===== config.mk =====
export PLATFORM = sky130hd
export DESIGN_NAME = logic_axi4_stream_arbiter
export DESIGN_NICKNAME = d
export VERILOG_FILES = /design/src/rtl/logic_axi4_stream_arbiter_pkg.sv /design/src/rtl/logic_arbiter_round_robin.sv /design/src/rtl/logic_axi4_stream_arbiter.sv
export SDC_FILE = /design/constraint.sdc
export NUM_CORES = 1
export LEC_CHECK = 0
export CAP_MARGIN = 15
export CORE_MARGIN = 2
export CORE_UTILIZATION = 42
export DETAILED_ROUTE_END_ITERATION = 7
export HOLD_SLACK_MARGIN = 0.03
export PLACE_DENSITY = 0.87
export SETUP_SLACK_MARGIN = 0.1
export SYNTH_ARGS = -nofsm -noshare
export SYNTH_HDL_FRONTEND = slang
export SYNTH_SLANG_ARGS = --single-unit

===== constraint.sdc =====
create_clock -name aclk -period 8.14 [get_ports aclk]
set_input_delay 1.221 -clock aclk [delete_from_list [all_inputs] [get_ports aclk]]
set_output_delay 1.221 -clock aclk [all_outputs]
set_load 0.05 [all_outputs]

===== src/rtl/logic_axi4_stream_arbiter_pkg.sv =====
// Shared types and helpers for the packet-aware AXI4-Stream arbiter.
package logic_axi4_stream_arbiter_pkg;

  typedef enum logic {
    IDLE   = 1'b0,
    LOCKED = 1'b1
  } state_t;

  function automatic int unsigned next_index(
    input int unsigned idx,
    input int unsigned count
  );
    return (idx + 32'd1 >= count) ? 32'd0 : idx + 32'd1;
  endfunction

endpackage


===== src/rtl/logic_arbiter_round_robin.sv =====
// Combinational round-robin pick: first request at or above the pointer,
// wrapping to zero. The parent owns the pointer register.
module logic_arbiter_round_robin
  import logic_axi4_stream_arbiter_pkg::*;
#(
  parameter int RX_COUNT = 4,
  parameter int IDX_W    = (RX_COUNT > 1) ? $clog2(RX_COUNT) : 1
) (
  input  logic [RX_COUNT-1:0] i_req,
  input  logic [IDX_W-1:0]    i_ptr,
  output logic [RX_COUNT-1:0] o_grant,
  output logic [IDX_W-1:0]    o_idx
);

  logic             w_found;
  logic [IDX_W-1:0] w_cand;

  always_comb begin
    o_grant = '0;
    o_idx   = '0;
    w_found = 1'b0;
    w_cand  = i_ptr;
    for (int k = 0; k < RX_COUNT; k++) begin
      if (!w_found && i_req[w_cand]) begin
        w_found         = 1'b1;
        o_grant[w_cand] = 1'b1;
        o_idx           = w_cand;
      end
      w_cand = IDX_W'(next_index(32'(w_cand), RX_COUNT));
    end
  end

endmodule


===== src/rtl/logic_axi4_stream_arbiter.sv =====
// Packet-aware round-robin AXI4-Stream arbiter with a registered output.
// A granted source keeps the grant until its tlast beat is accepted.
module logic_axi4_stream_arbiter
  import logic_axi4_stream_arbiter_pkg::*;
#(
  parameter int RX_COUNT    = 4,
  parameter int TDATA_BYTES = 4,
  parameter int TDEST_WIDTH = 1,
  parameter int TUSER_WIDTH = 1,
  parameter int USE_TKEEP   = 1,
  parameter int USE_TSTRB   = 1,
  parameter int USE_TLAST   = 1,
  localparam int TID_WIDTH  = (RX_COUNT > 1) ? $clog2(RX_COUNT) : 1,
  localparam int DW         = TDATA_BYTES * 8
) (
  input  logic                            aclk,
  input  logic                            areset_n,
  input  logic [RX_COUNT-1:0]             rx_tvalid,
  input  logic [RX_COUNT-1:0]             rx_tlast,
  input  logic [RX_COUNT*DW-1:0]          rx_tdata,
  input  logic [RX_COUNT*TDATA_BYTES-1:0] rx_tstrb,
  input  logic [RX_COUNT*TDATA_BYTES-1:0] rx_tkeep,
  input  logic [RX_COUNT*TDEST_WIDTH-1:0] rx_tdest,
  input  logic [RX_COUNT*TUSER_WIDTH-1:0] rx_tuser,
  output logic [RX_COUNT-1:0]             rx_tready,
  output logic                            tx_tvalid,
  output logic                            tx_tlast,
  output logic [DW-1:0]                   tx_tdata,
  output logic [TDATA_BYTES-1:0]          tx_tstrb,
  output logic [TDATA_BYTES-1:0]          tx_tkeep,
  output logic [TDEST_WIDTH-1:0]          tx_tdest,
  output logic [TUSER_WIDTH-1:0]          tx_tuser,
  output logic [TID_WIDTH-1:0]            tx_tid,
  input  logic                            tx_tready
);

  state_t                  r_state;
  logic                    r_en;
  logic [TID_WIDTH-1:0]    r_ptr;
  logic [TID_WIDTH-1:0]    r_owner;
  logic                    r_tvalid;
  logic                    r_tlast;
  logic [DW-1:0]           r_tdata;
  logic [TDATA_BYTES-1:0]  r_tstrb;
  logic [TDATA_BYTES-1:0]  r_tkeep;
  logic [TDEST_WIDTH-1:0]  r_tdest;
  logic [TUSER_WIDTH-1:0]  r_tuser;
  logic [TID_WIDTH-1:0]    r_tid;

  logic                    w_load;
  logic                    w_accept;
  logic                    w_last;
  logic [RX_COUNT-1:0]     w_rr_grant;
  logic [TID_WIDTH-1:0]    w_rr_idx;
  logic [RX_COUNT-1:0]     w_grant;
  logic [TID_WIDTH-1:0]    w_idx;
  logic [DW-1:0]           w_data;
  logic [TDATA_BYTES-1:0]  w_strb;
  logic [TDATA_BYTES-1:0]  w_keep;
  logic [TDEST_WIDTH-1:0]  w_dest;
  logic [TUSER_WIDTH-1:0]  w_user;

  logic_arbiter_round_robin #(
    .RX_COUNT (RX_COUNT),
    .IDX_W    (TID_WIDTH)
  ) u_rr (
    .i_req   (rx_tvalid),
    .i_ptr   (r_ptr),
    .o_grant (w_rr_grant),
    .o_idx   (w_rr_idx)
  );

  assign w_load = ~r_tvalid | tx_tready;

  always_comb begin
    w_grant = w_rr_grant;
    w_idx   = w_rr_idx;
    if (r_state == LOCKED) begin
      w_grant          = '0;
      w_grant[r_owner] = 1'b1;
      w_idx            = r_owner;
    end
  end

  // r_en keeps every ready low while reset is held and on release.
  assign rx_tready = w_grant & {RX_COUNT{w_load & r_en}};
  assign w_accept  = |(rx_tvalid & rx_tready);

  assign w_last = (USE_TLAST != 0) ? rx_tlast[w_idx] : 1'b1;
  assign w_data = rx_tdata[int'(w_idx)*DW +: DW];
  assign w_strb = (USE_TSTRB != 0) ?
    rx_tstrb[int'(w_idx)*TDATA_BYTES +: TDATA_BYTES] : '1;
  assign w_keep = (USE_TKEEP != 0) ?
    rx_tkeep[int'(w_idx)*TDATA_BYTES +: TDATA_BYTES] : '1;
  assign w_dest = rx_tdest[int'(w_idx)*TDEST_WIDTH +: TDEST_WIDTH];
  assign w_user = rx_tuser[int'(w_idx)*TUSER_WIDTH +: TUSER_WIDTH];

  always_ff @(posedge aclk or negedge areset_n) begin
    if (!areset_n) begin
      r_state  <= IDLE;
      r_en     <= 1'b0;
      r_ptr    <= '0;
      r_owner  <= '0;
      r_tvalid <= 1'b0;
      r_tlast  <= 1'b0;
      r_tdata  <= '0;
      r_tstrb  <= '0;
      r_tkeep  <= '0;
      r_tdest  <= '0;
      r_tuser  <= '0;
      r_tid    <= '0;
    end else begin
      r_en <= 1'b1;
      if (w_load) begin
        r_tvalid <= w_accept;
      end
      if (w_accept) begin
        r_tlast <= w_last;
        r_tdata <= w_data;
        r_tstrb <= w_strb;
        r_tkeep <= w_keep;
        r_tdest <= w_dest;
        r_tuser <= w_user;
        r_tid   <= w_idx;
        if (w_last) begin
          r_state <= IDLE;
          r_ptr   <= TID_WIDTH'(next_index(32'(w_idx), RX_COUNT));
        end else begin
          r_state <= LOCKED;
          r_owner <= w_idx;
        end
      end
    end
  end

  assign tx_tvalid = r_tvalid;
  assign tx_tlast  = r_tlast;
  assign tx_tdata  = r_tdata;
  assign tx_tstrb  = r_tstrb;
  assign tx_tkeep  = r_tkeep;
  assign tx_tdest  = r_tdest;
  assign tx_tuser  = r_tuser;
  assign tx_tid    = r_tid;

endmodule


; ---- After elaboration in Yosys (flattened, before gate mapping)
; Index checks and enable logic that the tools add are counted.
[classes]
addsub = 4
mul = 0
n_div = 0
magnitude_cmp = 15
n_eq_ne = 0
shifts = 5
mux = 38
bitwise = 9
reduce_logical = 14
[ops]
columns = op, n
row1 = $shiftx A128 B8 Y32, 1
row2 = $shiftx A16 B5 Y4, 2
row3 = $mux W4, 5
row4 = $lt A2 B3 Y1 const B, 6
row5 = $mux W2, 9
row6 = $mux W1, 14
row7 = $add A2 B1 Y3 const B, 4
row8 = $ge A3 B3 Y1 const B, 4
row9 = $or A4 B4 Y4, 3
row10 = $bmux W1 S2, 5
row11 = $demux W1 S2, 5
row12 = $ge A2 B1 Y1 const B, 5
row13 = $and A4 B4 Y4, 2
row14 = $logic_and A1 B1 Y1, 8
row15 = $shiftx A4 B3 Y1, 2
row16 = $reduce_and A2 Y1, 2
row17 = $reduce_or A4 Y1, 1
row18 = $logic_not A1 Y1, 3
row19 = $not A1 Y1, 2
row20 = $and A1 B1 Y1, 1
row21 = $or A1 B1 Y1, 1
[totals]
regBits = 52
latch_bits = 0
ramBits = 0
romBits = 0
in_bits = 179
output_inout_bits = 50
memories = 0

; ---- Logic depth before layout (Yosys ltp)
[logic_depth]
ltp_word = 20
ltp_mapped = 14
ltp_nobuf = 10

; ---- Cells and area by module
; From an unflattened synthesis, not the netlist that was laid out.
[hier_totals]
cells_unflattened = 269
hier_area_um2 = 3779.9
[modules_own_cells]
columns = module, n_inst, cells_per_inst, area_per_inst_um2
row1 = logic_axi4_stream_arbiter, 1, 197, 3186.8
row2 = logic_arbiter_round_robin, 1, 72, 593.1

; ---- Worst setup path after synthesis
; OpenSTA, ideal clock, no wires.
[synth_path]
kind = input to output
from = input port rx_tvalid[2]
to = output port rx_tready[1]
t_arrival_ns = 3.194
path_slack_ns = 3.725
stages = 6
path_cell_list = clkbuf_1 -> nand2b_1 -> mux4_2 -> nor2_1 -> a32oi_1 -> a21oi_1
[synth_between]
elab_chain_cells = 14
[synth_lines]
columns = element, line_no
row1 = from (decl), logic_axi4_stream_arbiter.sv:18  ; input logic [RX_COUNT-1:0] rx_tvalid,
row2 = $bmux W1 S2, logic_arbiter_round_robin.sv:24  ; if (!w_found && i_req[w_cand]) begin
row3 = $mux W1 (implied by the code), logic_arbiter_round_robin.sv:24
row4 = $mux W1, logic_arbiter_round_robin.sv:24
row5 = $logic_not A1 Y1, logic_arbiter_round_robin.sv:24
row6 = $logic_and A1 B1 Y1, logic_arbiter_round_robin.sv:24
row7 = $mux W1, logic_arbiter_round_robin.sv:24
row8 = $logic_not A1 Y1, logic_arbiter_round_robin.sv:24
row9 = $logic_and A1 B1 Y1, logic_arbiter_round_robin.sv:24
row10 = $mux W1, logic_arbiter_round_robin.sv:24
row11 = $logic_not A1 Y1, logic_arbiter_round_robin.sv:24
row12 = $logic_and A1 B1 Y1, logic_arbiter_round_robin.sv:24
row13 = $mux W4 (*), logic_arbiter_round_robin.sv:24
row14 = $mux W4 (*), logic_axi4_stream_arbiter.sv:78  ; if (r_state == LOCKED) begin
row15 = $and A4 B4 Y4 (*), logic_axi4_stream_arbiter.sv:86  ; assign rx_tready = w_grant & {RX_COUNT{w_load & r_en}};
row16 = to (decl), logic_axi4_stream_arbiter.sv:25  ; output logic [RX_COUNT-1:0] rx_tready,
; Every way passes the cells marked *; elsewhere a longest branch is shown, timed or not. The select of a mux whose other input is x is not followed.

; ---- Final worst setup path
[layout_path]
from = input port rx_tvalid[1]
to = output port rx_tready[1]
; The elaborated chain is that of the path after synthesis.

==> flow_summary.yaml <==
hold_path:
  whs_path_depth: 2
  hold_class: "flop to flop"
critical_path:
  worst-setup-path-type: "input port to output port"
  worst_stage_delay_on_the_critical_path_ps: 880
  worst-endpoint-required_ps: 6920
  timing.critical_path.mode_cell: "clkdlybuf4s50_1"
  cp_cell_sequence: "clkdlybuf4s50_1 > nand2b_1 > mux4_2 > nor2_1 > a32oi_1 > a21oi_1 > clkdlybuf4s50_1"
  worst_setup_path_end_kind: "output port"
  cp_slowest_cell: "clkdlybuf4s50_1"
  worst_setup_path_start_kind: "input port"
  ff2ff_path_depth: 11
  critical_path_peak_fanout: 9
  critical_path_arrival_ps: 4160
cells_and_area:
  design.final.nets: 774
  drive_gt1_share_pct: 11.56
  layout.cells.most_common_list: "clkdlybuf4s50_1 (227), mux2i_1 (90), nor2_1 (55)"
  layout_commonest_cell: "clkdlybuf4s50_1"
  n_antenna_cell: 0
  synth_to_final_area_change_pct: 58.75
cts:
  cts_hold_buffers: 0
  cts_repair_resize_count: 0
  tritoncts: "built"
  numClockSinks: 52
  clk_pin_slew_worst_paths_ps: 100
  cts-htree-levels: 2
  postCtsSetupRepairBufs: 0
  cts.path.max_buffers: 2
  cts_root_buf: "clkbuf_8"
  cts-buffers-inserted: 5
  insertion_delay_ps: 310
power:
  vdd_drop_max_v: 0.0002478
  power.share.sequential_pct: 16.9
  power_density_nw_per_um2: 462.1
  leakage_nw: 2.599
  combPwrFrac_pct: 77.8
  p_total_mw: 2.959
  cellInternalPower_mw: 1.372
  switching_share_pct: 53.65
  power_frac_clock_pct: 5.3
  p_switching_mw: 1.588
logic_synthesis:
  async_reset_ff_share_pct: 100.0
  syn_nets: 566
  avgSynthCellArea_um2: 10.64
  fraction_of_post_synthesis_cell_area_in_the_top_cell_type_by_area_pct: 32.26
  synth_seq_cells: 52
  synth-edff-count: 0
  mappedNetlistArea_um2: 4034
  synth.distinct_cells: 50
  synthTopCellsByArea: "dfrtp_1 (32%), mux2i_1 (22%), a221oi_2 (15%)"
  synth_flop_cell: "dfrtp_1"
  synth_instances: 379
  seq_total_area_yosys_pct: 32.26
  synthDominantAreaCellType: "dfrtp_1"
  yosys_warnings: 0
floorplan:
  chip_width_um: 102
  initial_core_utilization_pct: 43.45
  rows: 35
  die_h_um: 102
  pin_count: 229
  core-area_um2: 9284
  dieArea_um2: 10400
detailed_routing:
  drtPass1Iterations: 7
  route.antenna.remaining_nets: 0
  route.detailed.vias_per_inst: 5.490
  routed_wire_length_per_instance_um: 18.22
  wirelength_mm: 13.06
  dr.first_iter.drc_count: 98
  drcViolationCount: 0
  dr_total_vias: 3936
status:
  outcome: "finished, final reports clean"
timing:
  totalNegativeSetupSlack_ps: 0
  period_needed_ps: 5384
  hold_viol: 0
  timing.fmax_ghz: 0.1857
  rsz0062_at_grt: "no"
  slew_violations: 0
  report.final.setup_viol: 0
  clock_skew_ps: 10.94
  final_worst_path_period_share_pct: 66.15
  slew-limit-headroom_pct: 38.62
  tightest_pin_transition_ps: 920.7
global_route:
  grt_first_pass_wirelength_mm: 20.11
  globalRoute.totalOverflow: 0
  first_global_vias: 4063
  grt_util_all_layers_pct: 24.44
  grt_antenna_before_repair: 0
  grt_max_degree: 53
place:
  hpwlAfterDp_mm: 10.23
  count_of_input_and_output_buffers: 228
  finalWeightedCongestion: 0.9882
run:
  maxCapViolCount: 0
[worst max-delay path: cells and delay by family]
kind                   cells  cell delay (ps)
muxes                      1              560
and+or+nand+nor            2              350
buffers and inverters      2             1590
AOI/OAI and AO/OA          2              450
[through the flow]
stage / area, µm² / setup WS, ps / utilization (%) / hold slack [ps] / cells
2_1_floorplan: 4034 / 3725 / - / 541.9 / 379
3_3_place_gp: 6310 / 2894 / 67.97 / 481.9 / 709
3_5_place_dp: 6310 / 2827 / 67.97 / 504.3 / 709
4_1_cts: 6404 / 2812 / 68.98 / 526.6 / 717
5_1_grt: 6404 / 2644 / 68.98 / 558.6 / 717
6_report: 6404 / 2756 / 68.98 / 516.0 / 717
[power groups by stage]
stage / logic [mW] / clock network [mW] / registers (mW)
global route: 2.44 / 0.173 / 0.515
floorplan: 1.39 / 0 / 0.859
detailed placement: 2.30 / 0 / 0.501
global placement: 2.26 / 0 / 0.494
CTS: 2.31 / 0.162 / 0.499
finish: 2.30 / 0.157 / 0.499
[registers in the layout, summed over array words and instances (netlist names), 2 cells and up]
| signal | count |
|---|---|
| tx_tkeep | 4 |
| tx_tstrb | 4 |
| r_ptr | 2 |
| tx_tdata | 32 |
| tx_tid | 2 |
| r_owner | 2 |
[cells by family (layout without fill, tap and decap cells)]
group | after synthesis | in the layout | share of synthesized area (%)
and+or+nand+nor | 97 | 97 | 10.61
muxes | 95 | 95 | 24.29
AOI/OAI and AO/OA | 84 | 84 | 23.64
DFF | 52 | 52 | 32.26
buffers and inverters | 41 | 250 | 6.421
adders and majority gates | 8 | 8 | 2.481
other | 1 | 1 | 0.09296
xor gates and xnor gates | 1 | 1 | 0.2172
[path summary, 6_finish.rpt]
path	from	to	slack, ps
setup reg to reg	r_ptr[0]	tx_tdata[13]	3540
hold reg to reg	tx_tid[0]	tx_tid[0]	520
setup / recovery	rx_tvalid[1]	rx_tready[1]	2760
hold / removal	tx_tid[0]	tx_tid[0]	520
max in group asynchronous	areset_n	r_ptr[1]	6660
min in group asynchronous	areset_n	tx_tdata[9]	1040
[synthesized netlist by cell type, types with 2 or more instances]
master	count
a221oi_2	40
buf_6	8
ha_1	8
a221oi_1	4
nor3_1	3
mux2_2	2
a211oi_1	2
nor2_1	55
nor2_2	3
o311a_1	3
a21oi_1	10
clkbuf_2	2
buf_2	12
nand2_1	14
o21ai_0	3
a31oi_1	4
buf_4	2
dfrtp_1	52
o31a_1	2
clkbuf_1	6
nand2b_1	9
clkbuf_8	2
mux4_2	2
mux2i_1	90
inv_1	9
nand3_1	8
[area by class of cell]
cell class | count | area (µm²)
clock inverters | 3 | 25.02
inverters | 9 | 33.78
clock buffers | 5 | 68.82
multi-input cells | 286 | 2499
flip-flops and latches | 52 | 1301
repair buffers | 233 | 2315
fillers | 722 | 2880
well taps | 129 | 161.4
[routing by layer]
layer  up-vias  routed length (µm)  share of wire, %  global-route usage, %
met5         -                   0                 0                      0
met4         0                 344               2.6                  6.974
met3        32                 616               4.7                  4.583
met2       154                7020                54                  44.33
met1      1899                5083                39                  29.51
li1       1851                   -                 -                      -
Note: power is estimated with default switching activity, not from simulation.
